===== src/rtl/sap_pkg.sv =====
// sap_pkg: shared definitions for the SAP-1.5 control path.
//   opcode_t    - 4-bit instruction opcodes (IR[7:4])
//   step_t      - micro-step counter type, with T0..T4 constants
//   ctrl_word_t - every datapath strobe in one packed word
//   CTRL_NOP    - control word with every strobe low
package sap_pkg;

  typedef enum logic [3:0] {
    OP_NOP = 4'h0,
    OP_LDA = 4'h1,
    OP_LDB = 4'h2,
    OP_ADD = 4'h3,
    OP_SUB = 4'h4,
    OP_STA = 4'h5,
    OP_LDI = 4'h6,
    OP_JMP = 4'h7,
    OP_JC  = 4'h8,
    OP_JZ  = 4'h9,
    OP_OUT = 4'hE,
    OP_HLT = 4'hF
  } opcode_t;

  typedef logic [2:0] step_t;

  localparam step_t STEP_T0 = 3'd0;
  localparam step_t STEP_T1 = 3'd1;
  localparam step_t STEP_T2 = 3'd2;
  localparam step_t STEP_T3 = 3'd3;
  // T4 exists in the encoding but no instruction uses it.
  localparam step_t STEP_T4 = 3'd4;

  typedef struct packed {
    logic pc_inc;
    logic pc_load;
    logic pc_oe;
    logic mar_load;
    logic ram_oe;
    logic ram_we;
    logic ir_load;
    logic ir_oe;
    logic a_load;
    logic a_oe;
    logic b_load;
    logic alu_oe;
    logic alu_sub;
    logic flags_load;
    logic out_load;
  } ctrl_word_t;

  localparam ctrl_word_t CTRL_NOP = '0;

endpackage


===== src/rtl/control_sequencer_microcode_rom.sv =====
// microcode_rom: combinational decode of (opcode, step, flags) into the
// control word for the current micro-step.
//   opcode     in  4 - IR[7:4]; only consulted from T2 onward
//   step       in  3 - current micro-step
//   flag_zero  in  1 - registered Z flag
//   flag_carry in  1 - registered C flag
//   ctrl       out   - strobes for this step
//   last_step  out 1 - this step ends the instruction (next step is T0)
module microcode_rom
  import sap_pkg::*;
(
  input  logic [3:0]  opcode,
  input  logic [2:0]  step,
  input  logic        flag_zero,
  input  logic        flag_carry,
  output ctrl_word_t  ctrl,
  output logic        last_step
);

  opcode_t op;
  assign op = opcode_t'(opcode);

  always_comb begin
    ctrl      = CTRL_NOP;
    last_step = 1'b0;
    case (step)
      STEP_T0: begin
        ctrl.pc_oe    = 1'b1;
        ctrl.mar_load = 1'b1;
      end
      STEP_T1: begin
        ctrl.ram_oe  = 1'b1;
        ctrl.ir_load = 1'b1;
        ctrl.pc_inc  = 1'b1;
      end
      STEP_T2: begin
        // Most instructions finish here; the memory-operand ones clear it.
        last_step = 1'b1;
        case (op)
          OP_LDA, OP_LDB, OP_STA: begin
            ctrl.ir_oe    = 1'b1;
            ctrl.mar_load = 1'b1;
            last_step     = 1'b0;
          end
          OP_ADD: begin
            ctrl.alu_oe     = 1'b1;
            ctrl.a_load     = 1'b1;
            ctrl.flags_load = 1'b1;
          end
          OP_SUB: begin
            ctrl.alu_oe     = 1'b1;
            ctrl.alu_sub    = 1'b1;
            ctrl.a_load     = 1'b1;
            ctrl.flags_load = 1'b1;
          end
          OP_LDI: begin
            ctrl.ir_oe  = 1'b1;
            ctrl.a_load = 1'b1;
          end
          OP_JMP: begin
            ctrl.ir_oe   = 1'b1;
            ctrl.pc_load = 1'b1;
          end
          OP_JC: begin
            ctrl.ir_oe   = flag_carry;
            ctrl.pc_load = flag_carry;
          end
          OP_JZ: begin
            ctrl.ir_oe   = flag_zero;
            ctrl.pc_load = flag_zero;
          end
          OP_OUT: begin
            ctrl.a_oe     = 1'b1;
            ctrl.out_load = 1'b1;
          end
          // NOP, HLT and the undefined opcodes issue nothing.
          default: ;
        endcase
      end
      STEP_T3: begin
        last_step = 1'b1;
        case (op)
          OP_LDA: begin
            ctrl.ram_oe = 1'b1;
            ctrl.a_load = 1'b1;
          end
          OP_LDB: begin
            ctrl.ram_oe = 1'b1;
            ctrl.b_load = 1'b1;
          end
          OP_STA: begin
            ctrl.a_oe   = 1'b1;
            ctrl.ram_we = 1'b1;
          end
          default: ;
        endcase
      end
      // T4 and above are unreachable; force a return to fetch if ever seen.
      default: last_step = 1'b1;
    endcase
  end

endmodule


===== src/rtl/control_sequencer.sv =====
// control_sequencer: micro-step sequencer for the SAP-1.5 datapath.
//   clk, reset            - system clock; async active-high reset
//   opcode                - IR[7:4]
//   flag_zero, flag_carry - registered flags, sampled combinationally at T2
//   pc_inc/pc_load/pc_oe, mar_load, ram_oe/ram_we, ir_load/ir_oe,
//   a_load/a_oe, b_load, alu_oe/alu_sub, flags_load, out_load
//                         - datapath strobes (at most one bus driver high)
//   halted                - high once HLT has executed, until reset
//   step                  - current micro-step (debug)
module control_sequencer
  import sap_pkg::*;
(
  input  logic       clk,
  input  logic       reset,
  input  logic [3:0] opcode,
  input  logic       flag_zero,
  input  logic       flag_carry,
  output logic       pc_inc,
  output logic       pc_load,
  output logic       pc_oe,
  output logic       mar_load,
  output logic       ram_oe,
  output logic       ram_we,
  output logic       ir_load,
  output logic       ir_oe,
  output logic       a_load,
  output logic       a_oe,
  output logic       b_load,
  output logic       alu_oe,
  output logic       alu_sub,
  output logic       flags_load,
  output logic       out_load,
  output logic       halted,
  output logic [2:0] step
);

  logic [2:0] step_q, step_d;
  logic       halted_q, halted_d;
  ctrl_word_t rom_ctrl;
  ctrl_word_t ctrl;
  logic       rom_last;

  microcode_rom u_rom (
    .opcode     (opcode),
    .step       (step_q),
    .flag_zero  (flag_zero),
    .flag_carry (flag_carry),
    .ctrl       (rom_ctrl),
    .last_step  (rom_last)
  );

  always_comb begin
    step_d   = step_q;
    halted_d = halted_q;
    if (!halted_q) begin
      if ((step_q == STEP_T2) && (opcode == OP_HLT)) begin
        halted_d = 1'b1;
        step_d   = STEP_T0;
      end else if (rom_last) begin
        step_d = STEP_T0;
      end else begin
        step_d = step_q + 3'd1;
      end
    end
  end

  always_ff @(posedge clk or posedge reset) begin
    if (reset) begin
      step_q   <= STEP_T0;
      halted_q <= 1'b0;
    end else begin
      step_q   <= step_d;
      halted_q <= halted_d;
    end
  end

  // The step register already sits at T0 during reset, so the fetch strobes
  // must be masked here, not in the ROM, to keep the bus quiet until release.
  always_comb begin
    ctrl = rom_ctrl;
    if (reset || halted_q) begin
      ctrl = CTRL_NOP;
    end
  end

  assign pc_inc     = ctrl.pc_inc;
  assign pc_load    = ctrl.pc_load;
  assign pc_oe      = ctrl.pc_oe;
  assign mar_load   = ctrl.mar_load;
  assign ram_oe     = ctrl.ram_oe;
  assign ram_we     = ctrl.ram_we;
  assign ir_load    = ctrl.ir_load;
  assign ir_oe      = ctrl.ir_oe;
  assign a_load     = ctrl.a_load;
  assign a_oe       = ctrl.a_oe;
  assign b_load     = ctrl.b_load;
  assign alu_oe     = ctrl.alu_oe;
  assign alu_sub    = ctrl.alu_sub;
  assign flags_load = ctrl.flags_load;
  assign out_load   = ctrl.out_load;
  assign halted     = halted_q;
  assign step       = step_q;

endmodule


===== config.mk =====
export PLATFORM = sky130hd
export DESIGN_NAME = control_sequencer
export DESIGN_NICKNAME = d
export VERILOG_FILES = /design/src/rtl/sap_pkg.sv /design/src/rtl/control_sequencer_microcode_rom.sv /design/src/rtl/control_sequencer.sv
export SDC_FILE = /design/constraint.sdc
export NUM_CORES = 1
export LEC_CHECK = 0
export BUFFER_PORTS_ARGS = -buffer_cell sky130_fd_sc_hd__buf_4
export CORE_MARGIN = 3
export CORE_UTILIZATION = 45
export CTS_CLUSTER_SIZE = 20
export DETAILED_ROUTE_END_ITERATION = 8
export PLACE_DENSITY_LB_ADDON = 0.2
export SYNTH_ARGS = -nofsm -noshare
export SYNTH_HDL_FRONTEND = slang
export SYNTH_SLANG_ARGS = --single-unit
export TNS_END_PERCENT = 10

===== constraint.sdc =====
create_clock -name clk -period 2 [get_ports clk]
set_clock_uncertainty 0.2 [all_clocks]
set_input_delay 0.1 -clock clk [delete_from_list [all_inputs] [get_ports clk]]
set_output_delay 0.1 -clock clk [all_outputs]
set_load 0.05 [all_outputs]

==> After elaboration in Yosys (flattened, before gate mapping) <==
Cells that the tools add are included.
{ "word_totals": {"ff_bits": 4, "inputBits": 8, "output_inout_bits": 19, "elab_cells": 54} }
{ "op_classes": {"n_addsub": 1, "eq_ne": 14, "mux": 28, "reduce_logical": 9} }
{ "op_table": {"columns": ["op", "count"], "rows": [
  ["$mux 1", 18],
  ["$eq 4x3->1 const B", 4],
  ["$eq 4x4->1 const B", 4],
  ["$mux 15", 1],
  ["$eq 4x2->1 const B", 2],
  ["$eq 3x2->1 const B", 2],
  ["$mux 3", 2],
  ["$pmux 1 s2", 3],
  ["$pmux 1 s3", 2],
  ["$reduce_or 2->1", 3],
  ["$reduce_or 3->1", 2],
  ["$reduce_or 5->1", 1],
  ["$eq 4x1->1 const B", 1],
  ["$mux 4", 1],
  ["$pmux 2 s2", 1],
  ["$add 3x1->3 const B", 1],
  ["$eq 3x1->1 const B", 1],
  ["$logic_not 3->1", 1],
  ["$logic_and 1x1->1", 1],
  ["$logic_or 1x1->1", 1]
]} }

==> Logic depth before layout (Yosys ltp) <==
Gate-level depths: netlist of run 1.
{ "logic_depth": {"depth_word": 6, "depth_mapped": 6, "mapped_depth_nobuf": 6} }

==> By module <==
A second synthesis of run 1 with hierarchy kept.
{ "hier_totals": {"cells_unflattened": 89, "area_unflattened_um2": 705.7} }
{ "modules_own_cells": {"columns": ["module", "n_inst", "cells_each", "area_per_inst_um2"], "rows": [
  ["control_sequencer", 1, 40, 365.4],
  ["microcode_rom", 1, 49, 340.3]
]} }

==> Worst setup path after synthesis of run 1 <==
Ideal clock, no wire load.
{ "synth_timing": {"path_type": "register to output", "start": "reg halted_q, in the netlist halted", "end": "out flags_load", "t_arrival_ns": 3.006, "t_required_ns": 1.700, "slack_ns": -1.306, "path_stages_with_launch": 7, "n_path_buf": 3, "path_cell_list": "dfrtp_1 > buf_6 > or2_1 > buf_6 > or3_4 > nor3_1 > buf_4"} }
{ "synth_between": {"elab_chain_len": 2} }
{ "synth_lines": {"columns": ["element", "line_no", "rtl"], "rows": [
  ["start: declaration", "control_sequencer.sv:38", "logic halted_q, halted_d;"],
  ["start signal: assignment", "control_sequencer.sv:73", "halted_q <= halted_d;"],
  ["$logic_or 1x1->1", "control_sequencer.sv:81", "if (reset || halted_q) begin"],
  ["$mux 15", "control_sequencer.sv:81", null],
  ["end: declaration", "control_sequencer.sv:31", "output logic flags_load,"]
]} }
Every way passes these cells.

==> Final worst setup path of run 1 <==
{ "layout_timing": {"start": "reg step_q[0], in the netlist step[0]", "end": "out a_load"} }
{ "layout_between": {"elab_chain_len": 3} }
{ "layout_lines": {"columns": ["element", "line_no", "rtl"], "rows": [
  ["start: declaration", "control_sequencer.sv:37", "logic [2:0] step_q, step_d;"],
  ["start signal: assignment", "control_sequencer.sv:72", "step_q <= step_d;"],
  ["$eq 3x2->1", "control_sequencer_microcode_rom.sv:26", "case (step)"],
  ["$pmux 2 s2 (*)", "control_sequencer_microcode_rom.sv:26", null],
  ["$mux 15 (*)", "control_sequencer.sv:81", null],
  ["end: declaration", "control_sequencer.sv:26", "output logic a_load,"]
]} }
Mark *: on every way between the ends. The rest lies on a longest branch, timed or not.

==> results.ini, run 1 <==
[critical_path]
worst_setup_path_end_kind = output pin
max_stage_delay_ns = 0.42
crit_family = flip-flops
cp_max_fo = 5
crit_chain = buf_6 -> ha_2 -> ha_4 -> nor3b_2 -> a31oi_1 -> nor3_2 -> buf_6
path_buf_inv = 2
cp-start-kind = register
arrival_ns = 1.78
critical_path_class = reg -> out
crit_top_cell = buf_6
worst_ep_required_time_ns = 1.70
cpMaxStageDelayCell = dfrtp_2

[power]
clkPwrFrac = 0.100
cellPowerDensity_nw_per_um2 = 1120
ir_worst_vdd_mv = 0.9469
p_seq_frac = 0.154
total_power_mw = 1.065
p_comb_frac = 0.746
intPower_mw = 0.5019
p_switching_mw = 0.5633
leakage_nw = 0.4266
sw_frac_of_total = 0.5288

[cells_and_area]
fill_cells = 75
areaGrowthSynthToFinish_pct = 59.66
drive_gt1_frac = 0.5138
nets = 123
fin_area_um2 = 950.9
diodes = 0

[cts]
cts_buffers = 3
cts.sinks = 4
htreeDepth = 1
clock_path_buffers = 2
cts_root_buffer = clkbuf_4
cts_tree = yes
worstSkewPairLatency_ns = 0.23
clk_pin_slew_ns = 0.04

[die]
die_w_um = 42.38
rows = 12
floorplan.die_area_um2 = 1796
coreArea_um2 = 1171
die_h_um = 42.38
io_pins = 27
start_util = 0.5085

[sta]
hold_viol = 0
fin_setup_tns_ns = -0.1027
slew_viol_final = 0
finalWorstSetupSlack_ns = -0.08257
tightest_slew_ns = 0.3096
fin_crit_ns = 2.083
max_slew_margin = 0.7936
rsz0062_at_grt = true
timing.final.crit_share = 1.041
max_freq_mhz = 480.2
setup_viol = 3

[global_routing]
grt_pass1_wl_mm = 2.780
track_usage = 0.1960
grt_max_degree = 14
grt_pass1_vias = 641
grt-ovfl-total = 0
antenna_found_initial = 0

[synthesis]
ys_types = 35
synthArstFlopShare = 1.000
avgSynthCellArea_um2 = 7.735
synth_edf_count = 0
synth_top_cells_by_area = dfrtp_1, ha_1, nor2_1, nand2_1, buf_6
yosysWarnings = 0
synth_top_area_share = 0.1681
synth_area_um2 = 595.6
yosysTopAreaCell = dfrtp_1
synthesis.nets = 90
netlist_instances = 77
ys_ff_latch = 4
synth_ff_type = dfrtp_1
ys_seq_area_frac = 0.1681

[run_status]
status = finished with violations
violations = negative setup slack

[placed_design]
globalplace.congestion = 0.8278
place_ws_ns = 0.1146
place.port_buffers = 26
dp_hpwl_mm = 1.208
place_area_um2 = 825.8

[drt]
drt_iter0_markers = 13
drc_errors = 0
routed_wl_mm = 1.730
vias = 661
ant_nets = 0
first_pass_iters = 4
vias_per_cell = 5.374
wl_per_cell_um = 14.07

[job]
maxCapViolCount = 0

[hold_path]
hp-class = in -> async

## layout by cell type, fill, tap and decap left out, drive strengths merged
cell type / Yosys / final
or3: 2 / 2
nand3: 1 / 1
a21oi: 4 / 4
a21boi: 1 / 1
dlygate4sd3: 0 / 1
nor3b: 2 / 2
or3b: 1 / 1
and2: 1 / 1
buf: 7 / 34
nor3: 3 / 3
a221oi: 1 / 1
o211ai: 1 / 1
a32oi: 1 / 1
nor2b: 2 / 2
xor2: 1 / 1
clkbuf: 0 / 4
o21ai: 1 / 1
a31oi: 1 / 1
o21a: 1 / 1
nor4: 1 / 1
dfrtp: 4 / 4
nand2: 7 / 7
a21o: 2 / 2
and4b: 1 / 1
nor2: 8 / 8
o31ai: 2 / 2
nand2b: 3 / 3
ha: 5 / 5
nand3b: 3 / 3
nor4b: 1 / 1
inv: 6 / 6
a22o: 1 / 1
a2bb2oi: 1 / 1
or2: 1 / 1
## worst reg2reg max path, delay by kind of cell, from the launching register on
kind | cells | cell delay, ns
AO/OA/AOI/OAI | 3 | 0.62
flip-flops | 1 | 0.42
buffers and inverters | 4 | 0.36
adder cells (fa/ha/maj) | 1 | 0.14
## area by class of cell
| cell class | count | area [um2] | area share |
|---|---|---|---|
| well taps | 14 | 17.52 | 0.01842 |
| flip-flops and latches | 4 | 103.9 | 0.1092 |
| clock buffers | 4 | 26.28 | 0.02763 |
| repair buffers | 35 | 287.8 | 0.3026 |
| inverters | 6 | 25.02 | 0.02632 |
| multi-input cells | 60 | 490.5 | 0.5158 |
## path summary, 6_finish.rpt
kind                                start       to  slack (ns)  cells past startpoint
worst max-delay path              step[0]   a_load       -0.08                      7
worst min-delay path                reset  step[0]        0.11                      3
worst max register to register    step[0]  step[2]        0.14                      8
worst min register to register    step[1]  step[1]        0.40                      2
max in group asynchronous           reset  step[1]        1.31                      3
min in group clk                opcode[2]   halted        0.14                      3
## stage by stage
step           hold slack, ns  instances    util
2_1_floorplan         -0.3341         77       -
3_3_place_gp          -0.1988        114  0.7051
3_5_place_dp          -0.1971        114  0.7051
4_1_cts                0.1045        121  0.7628
5_1_grt                0.1209        123  0.8120
6_report               0.1105        123  0.8120
## repair_timing
item	CTS	global route
pin swaps	3	2
gates resized for setup	5	11
setup buffers	2	2
endpoints found under the setup margin	7	9
hold buffers	1	0
hold endpoints to repair	4	0
## synth_stat cells, types with 2 or more instances
cell and instances:
a21o_1 2, nor2b_1 2, a21oi_1 4, nor3b_1 2, inv_1 6, nand2b_1 3
nand3b_1 3, buf_4 2, nand2_1 7, buf_6 2, ha_1 5, dfrtp_1 4
buf_2 3, nor3_1 3, o31ai_1 2, nor2_1 8
## power by group through the flow
| stage | registers, mW | clock network (mW) | logic (mW) |
|---|---|---|---|
| after floorplan | 0.269 | 0 | 0.404 |
| after global placement | 0.166 | 0 | 0.668 |
| after detailed placement | 0.168 | 0 | 0.672 |
| after CTS | 0.151 | 0.112 | 0.723 |
| after global routing | 0.169 | 0.113 | 0.861 |
| final | 0.164 | 0.106 | 0.795 |
## cell families after synthesis
group,after synthesis,synth area share
AND/OR/NAND/NOR,37,0.3761
AO/OA/AOI/OAI,17,0.2101
buffers and inverters,13,0.1260
adder cells (fa/ha/maj),5,0.1050
flip-flops,4,0.1681
XOR/XNOR,1,0.01471
## routing by layer
metal / wire length (um) / up-vias / GRT usage
li1: - / 331 / -
met1: 784 / 307 / 0.2513
met2: 849 / 19 / 0.3040
met3: 66 / 4 / 0.03433
met4: 29 / 0 / 0.1118
met5: 0 / - / 0
## flip-flops by register name, summed over array words and instances (netlist names)
register	count
step	3
halted	1
No activity file was read; power rests on OpenSTA's default activity.
==> run 2, diff against run 1 <==
- PLACE_DENSITY: default -> 0.84
- PLACE_DENSITY_LB_ADDON: 0.2 -> default
==> run 2 against run 1 <==
Largest cell class unchanged. Combinational power is 13% higher. Final cell count grew 4.1%. Setup slack improved by 0.047 ns. The run still ends with negative setup slack left. First-iteration DRC count increased to 2.5 times the previous value. Die area unchanged. Sequential power barely moved. Critical path type unchanged. Register-to-register slack lost 0.03 ns. Sequential cell count did not move. Count of clock-buffer cells in the layout unchanged. Core utilization is 5.0 points higher. Non-clock buffer count grew 5.
==> results.ini, run 2 (same netlist as run 1, synthesis figures left out) <==
[run_status]
status = finished with violations
violations = negative setup slack

[global_routing]
track_usage = 0.1891  ; -0.006834
antenna_found_initial = 0  ; unchanged
grt_pass1_wl_mm = 2.753  ; -0.97%
grt_max_degree = 14  ; unchanged
grt-ovfl-total = 0  ; unchanged
grt_pass1_vias = 657  ; +2.5%

[job]
maxCapViolCount = 0  ; unchanged

[die]
die_w_um = 42.38  ; unchanged
rows = 12  ; unchanged
io_pins = 27  ; unchanged
start_util = 0.5085  ; unchanged
floorplan.die_area_um2 = 1796  ; unchanged
die_h_um = 42.38  ; unchanged
coreArea_um2 = 1171  ; unchanged

[critical_path]
cpMaxStageDelayCell = dfrtp_2
worst_setup_path_end_kind = output pin
worst_ep_required_time_ns = 1.70  ; about the same
max_stage_delay_ns = 0.45  ; +0.03 ns
crit_chain = ha_4 -> buf_4 -> buf_4 -> buf_4 -> buf_4 -> a31oi_4 -> nor3_2 -> buf_6
critical_path_class = reg -> out
cp-start-kind = register
crit_top_cell = buf_4
arrival_ns = 1.74  ; -0.04 ns
cp_max_fo = 6  ; +1

[cells_and_area]
post-route-util = 0.8622  ; +0.05021
fin_area_um2 = 1010  ; +6.2%
diodes = 0  ; unchanged
largest_reg_flops = 3  ; unchanged
final_common_cell = buf_4
areaGrowthSynthToFinish_pct = 69.54
mostFrequentLayoutCells = buf_4, nor2_1, nand2_1
fill_cells = 72  ; -4.0%
drive_gt1_frac = 0.5614  ; +0.04764
nets = 128  ; +4.1%

[cts]
clk_pin_slew_ns = 0.05  ; about the same
worstSkewPairLatency_ns = 0.24  ; about the same
cts_root_buffer = clkbuf_4
cts.sinks = 4  ; unchanged
htreeDepth = 1  ; unchanged
clock_path_buffers = 2  ; unchanged
cts_tree = yes
cts_buffers = 3  ; unchanged

[sta]
setup_viol = 4  ; +1
rsz0062_at_grt = true
max_freq_mhz = 491.3  ; +2.3%
fin_crit_ns = 2.036  ; -0.04697 ns
hold_viol = 0  ; unchanged
tightest_slew_ns = 0.3752  ; +0.06562 ns
max_slew_margin = 0.7499  ; -0.04375
timing.final.crit_share = 1.018  ; -0.02348
slew_viol_final = 0  ; unchanged
finalWorstSetupSlack_ns = -0.03560  ; +0.04697 ns

[drt]
wl_per_cell_um = 17.33  ; +23%
drt_iter0_markers = 33  ; +20
drc_errors = 0  ; unchanged
vias_per_cell = 5.969  ; +11%
vias = 764  ; +16%
first_pass_iters = 4  ; unchanged
ant_nets = 0  ; unchanged
routed_wl_mm = 2.218  ; +28%

[placed_design]
globalplace.congestion = 0.7681  ; -7.2%
place_area_um2 = 825.8  ; unchanged
place.port_buffers = 26  ; unchanged
dp_hpwl_mm = 1.186  ; -1.9%
place_ws_ns = 0.1258  ; +0.01118 ns

[power]
ir_worst_vdd_mv = 0.9311  ; -1.7%
cellPowerDensity_nw_per_um2 = 1161  ; +3.6%
leakage_nw = 0.4622  ; +8.3%

[hold_path]
hp-class = in -> async

==> run 2: changes by cell type in the layout (fill, tap and decap cells not counted), sizes merged <==
| cell | previous run | this run |
|---|---|---|
| buf | 34 | 39 |
==> run 2: final cells by class <==
| type | count | area, um2 | area share |
|---|---|---|---|
| clock buffers | 4 | 26.28 | 0.02602 |
| inverters | 6 | 22.52 | 0.02230 |
| flip-flops and latches | 4 | 103.9 | 0.1029 |
| repair buffers | 40 | 325.3 | 0.3222 |
| well taps | 14 | 17.52 | 0.01735 |
| multi-input cells | 60 | 514.2 | 0.5093 |
==> run 2: path summary, 6_finish.rpt <==
path                           start       to  slack, ns  depth (start not counted)
max in group asynchronous      reset  step[1]       1.31                          3
min in group clk           opcode[2]   halted       0.19                          3
setup / recovery             step[1]   a_load      -0.04                          8
hold / removal                 reset   halted       0.11                          3
hold reg to reg               halted   halted       0.43                          2
setup reg to reg             step[0]  step[2]       0.11                          8
==> run 2: critical path, delay by kind of cell, from the launching register on <==
kind	cells	cell delay (ns)
AO/OA/AOI/OAI	1	0.15
AND/OR/NAND/NOR	1	0.06
flip-flops	1	0.45
buffers and inverters	5	0.66
adder cells (fa/ha/maj)	1	0.19
==> run 2: through the flow <==
stage	hold slack [ns]	TNS, ns	power [mW]	std cells
global placement	-0.2012	0	0.8374	114
floorplan	-0.3341	-3.143	0.6734	77
CTS	0.09960	-0.03121	1.018	123
detailed placement	-0.1945	0	0.8488	114
global route	0.1074	-0.4155	1.240	128
finish	0.1083	-0.1307	1.172	128
==> run 2: per-layer routing <==
| metal | GRT usage | part of all wire |
|---|---|---|
| met1 | 0.2134 | 0.35 |
| met2 | 0.3678 | 0.53 |
| met3 | 0.008584 | 0.095 |
| met4 | 0.06211 | 0.021 |
| met5 | 0 | 0 |
==> run 2: where the power goes <==
| part | switching [mW] | total (mW) | internal (mW) |
|---|---|---|---|
| clock | 0.0351 | 0.110 | 0.0750 |
| combinational | 0.533 | 0.898 | 0.364 |
| sequential | 0.0448 | 0.164 | 0.119 |
==> run 2: what timing repair did <==
item / 4_1_cts / 5_1_grt
pin swaps: 3 / 4
hold buffers: 1 / 0
setup endpoints to repair: 7 / 10
buffers inserted: 4 / 5
resized for setup: 6 / 14
hold endpoints to repair: 4 / 0
cloned: 0 / 0
